--- src/rtl/serial_borrow_sub.sv ---
// Multi-cycle subtractor: diff = a - b - bin, SLICE bits per clock.
// One slice subtractor is reused each cycle with a registered borrow chain.
module serial_borrow_sub #(
    parameter int WIDTH = 16,
    parameter int SLICE = 4
) (
    input  logic             clk,
    input  logic             rst_n,
    input  logic             in_valid,
    output logic             in_ready,
    input  logic [WIDTH-1:0] a,
    input  logic [WIDTH-1:0] b,
    input  logic             bin,
    output logic             out_valid,
    input  logic             out_ready,
    output logic [WIDTH-1:0] diff,
    output logic             bout,
    output logic             zero
);

    localparam int N  = WIDTH / SLICE;
    localparam int CW = (N > 1) ? $clog2(N) : 1;
    localparam logic [CW-1:0] LAST = CW'(N - 1);

    generate
        if (WIDTH < 1 || SLICE < 1 || (WIDTH % SLICE) != 0) begin : g_bad_params
            $error("serial_borrow_sub: WIDTH must be a positive multiple of SLICE");
        end
    endgenerate

    typedef enum logic [1:0] {
        IDLE,
        RUN,
        DONE
    } state_t;

    state_t state, state_nx;

    logic [WIDTH-1:0]       a_q;
    logic [WIDTH-1:0]       b_q;
    logic [WIDTH-1:0]       res_q;
    logic                   borrow_q;
    logic [CW-1:0]          cnt_q;
    logic [SLICE:0]         sub;
    logic [WIDTH+SLICE-1:0] cat;
    logic [WIDTH-1:0]       res_nx;
    logic                   last;

    // Top bit of the (SLICE+1)-bit difference is the slice borrow-out.
    assign sub = {1'b0, a_q[SLICE-1:0]}
               - {1'b0, b_q[SLICE-1:0]}
               - {{SLICE{1'b0}}, borrow_q};

    // New slice enters at the MSB end; after N slices the result is LSB-aligned.
    assign cat    = {sub[SLICE-1:0], res_q} >> SLICE;
    assign res_nx = cat[WIDTH-1:0];
    assign last   = (cnt_q == LAST);

    assign in_ready  = (state == IDLE);
    assign out_valid = (state == DONE);

    always_comb begin
        state_nx = state;
        unique case (state)
            IDLE:    if (in_valid)  state_nx = RUN;
            RUN:     if (last)      state_nx = DONE;
            DONE:    if (out_ready) state_nx = IDLE;
            default: state_nx = IDLE;
        endcase
    end

    always_ff @(posedge clk) begin
        if (!rst_n) state <= IDLE;
        else        state <= state_nx;
    end

    always_ff @(posedge clk) begin
        if (!rst_n) begin
            a_q      <= '0;
            b_q      <= '0;
            res_q    <= '0;
            borrow_q <= 1'b0;
            cnt_q    <= '0;
            diff     <= '0;
            bout     <= 1'b0;
            zero     <= 1'b0;
        end else begin
            unique case (state)
                IDLE: begin
                    if (in_valid) begin
                        a_q      <= a;
                        b_q      <= b;
                        borrow_q <= bin;
                        cnt_q    <= '0;
                    end
                end
                RUN: begin
                    a_q      <= a_q >> SLICE;
                    b_q      <= b_q >> SLICE;
                    borrow_q <= sub[SLICE];
                    res_q    <= res_nx;
                    cnt_q    <= cnt_q + CW'(1);
                    if (last) begin
                        diff <= res_nx;
                        bout <= sub[SLICE];
                        zero <= (res_nx == '0);
                    end
                end
                default: ;
            endcase
        end
    end

endmodule

--- config.mk ---
export PLATFORM = sky130hd
export DESIGN_NAME = serial_borrow_sub
export DESIGN_NICKNAME = d
export VERILOG_FILES = /design/src/rtl/serial_borrow_sub.sv
export SDC_FILE = /design/constraint.sdc
export NUM_CORES = 1
export LEC_CHECK = 0
export ABC_AREA = 1
export CAP_MARGIN = 40
export CORE_MARGIN = 3
export CORE_UTILIZATION = 30
export CTS_CLUSTER_SIZE = 28
export DETAILED_ROUTE_END_ITERATION = 12
export DONT_BUFFER_PORTS = 1
export PLACE_DENSITY = 0.53
export SLEW_MARGIN = 20
export SYNTH_ARGS = -nofsm -noshare
export SYNTH_HDL_FRONTEND = slang
export SYNTH_SLANG_ARGS = --single-unit
--- constraint.sdc ---
create_clock -name clk -period 3 [get_ports clk]
set_clock_uncertainty 0.2 [all_clocks]
set_input_delay 0.6 -clock clk [delete_from_list [all_inputs] [get_ports clk]]
set_output_delay 0.6 -clock clk [all_outputs]
set_load 0.1 [all_outputs]
==> impl_metrics.toml <==
[outcome]
status = "finished clean"

[cells_and_area]
fin_cells = 458
drive_gt1_frac = 0.129
final_cell_mix = "67 x dfxtp_1, 57 x a21oi_1, 42 x nand2_1, 33 x o21ai_0, 29 x inv_1"
final_nets = 390
syn_to_final_growth_pct = 14.7
layout_commonest_cell = "dfxtp_1"
fin_util = 0.358
antenna_cells = 0

[critical_path]
worstPathMaxFanout = 10
worstPathArrival_ps = 1420
cp-start-kind = "flop"
cp-end-kind = "output pin"
r2r-start = "state[0]"
required_ps = 2200
r2r_cells = 5
worstSetupStartpoint = "state[1]"
regToRegEndpoint = "diff[14]"
r2r_setup_slack_ps = 880
worst-setup-path-type = "flop to output pin"

[route]
routedWlPerCell_um = 13.9
dr_total_vias = 2279
wirelength_um = 6370
drc = 0
viasPerCell = 4.98
firstDrtPassIters = 5
drtAntennaViolNets = 0
dr.first_iter.drc_count = 42

[sta]
fmax_ghz = 0.449
hold_viol_final = 0
setup_viol = 0
rsz0062_at_grt = "false"
worstMarginPinSlew_ps = 720
period_minus_slack_ps = 2220
relSlewSlack = 0.520
finalCritPeriodShare = 0.742
tns_ps = 0
drv_slew = 0

[yosys]
ys_seq_area_frac = 0.488
syn_area_um2 = 2750
synth_top_area_cell = "dfxtp_1"
yosys_warnings = 0
synth_cell_types = 27
synthCells = 336
yosys-top-cells-area = "dfxtp_1 49%, a21oi_1 10%, o21ai_0 6.0%"
synth_fp_nets = 380
avgSynthCellArea_um2 = 8.17
ys_ff_latch = 67
synth.top_cell.area_share = 0.488

[grt]
grt_pass1_wl_um = 11000
antenna_found_initial = 0
first_global_vias = 2278
grt_max_degree = 53
grt_usage = 0.134
overflow = 0

[power_and_ir_drop]
power_per_cell_area_nw_per_um2 = 627
p_leak_nw = 1.27
ir_worst_vdd_mv = 0.302

[worst_hold_path]
hold_depth = 2
hold_class = "primary input to flop"
min_from = "rst_n"
whs_endpoint = "b_q[3]"

[placement]
gp_congestion = 0.758
placed_cells = 443
port_buffers = 0
dpl.hpwl_um = 4370

[clock_tree]
clock_tree.root_cell = "clkbuf_8"
cts_buffers = 9
cts_resized = 0
cts_sinks = 67
clockBufferDepth = 2
cts_tree = "done"
clock_latency_ps = 340
postCtsSetupBuffers = 0
hold_buffers = 0
cts.reportedPaths.clkPinSlew_ps = 70
h-tree-depth = 3

[floorplan]
die-area_um2 = 10300
initial_core_util = 0.312
die_y_um = 102
ioPinCount = 57
core_um2 = 8810
fp.dieW_um = 102
rows = 34

[run]
maxCapViolCount = 0
-- how the worst max path moves through the flow --
stage                 to  slack, ps  cells after the start
2_1_floorplan  out_valid        480                      2
3_3_place_gp        zero        970                      7
5_1_grt         diff[14]        660                      5
4_1_cts         in_ready        760                      2
6_report        in_ready        780                      2
3_5_place_dp    diff[14]        890                      5
-- where the power goes --
group	total (W)	internal (W)	leakage, nW	switching, W
sequential	0.000993	0.000955	0.550	0.0000376
combinational	0.000304	0.000110	0.621	0.000194
clock	0.000678	0.000361	0.0953	0.000317
total	0.00197	0.00143	1.27	0.000549
-- state kept, by name (all words and copies together), names as in the netlist, 2 cells and up --
register	count
a_q	16
b_q	16
diff	16
res_q	12
cnt_q	2
state	2
-- Yosys cell counts (all sizes together) --
cell,count
dfxtp,67
a21oi,57
nand2,44
o21ai,40
inv,32
o22ai,24
nor2,17
nand3,14
clkbuf,12
buf,10
a211oi,5
ha,5
o211ai,3
fa,2
nand3b,1
nand4,1
o211a,1
or2,1
-- per-stage QoR --
step	total power, W	instance area [um2]	worst slack, ps	hold WS [ps]
6_report	0.00198	3150	775	212
5_1_grt	0.00211	3150	659	189
4_1_cts	0.00201	3150	759	181
3_5_place_dp	0.00132	2970	890	258
3_3_place_gp	0.00131	2910	969	254
2_1_floorplan	0.00127	2750	482	229
-- kinds of logic after synthesis --
family          Yosys count  synth area share
simple gates             78             0.129
fa+ha+maj                 7            0.0374
compound gates          130             0.257
buf+inv                  54            0.0879
flops                    67             0.488
-- critical path, cell delays in order, from the launching register on --
cell and delay, ps:
dfxtp_1 360, nor2_2 480, buf_16 240
-- per-layer routing --
layer  vias to the layer above  GRT usage  wire length (um)
met5                         -          0                 0
met4                         0     0.0307                68
met2                        59      0.203              2840
met1                      1035      0.167              2900
li1                       1176          -                 -
met3                         9     0.0758               562
-- layout make-up --
type | count | area [um2]
repair buffers | 21 | 208
fillers | 931 | 5660
clock inverters | 2 | 10.0
well taps | 108 | 135
inverters | 32 | 120
multi-input cells | 215 | 1170
clock buffers | 13 | 169
flip-flops and latches | 67 | 1340
Note: power is estimated with default switching activity, not from simulation.
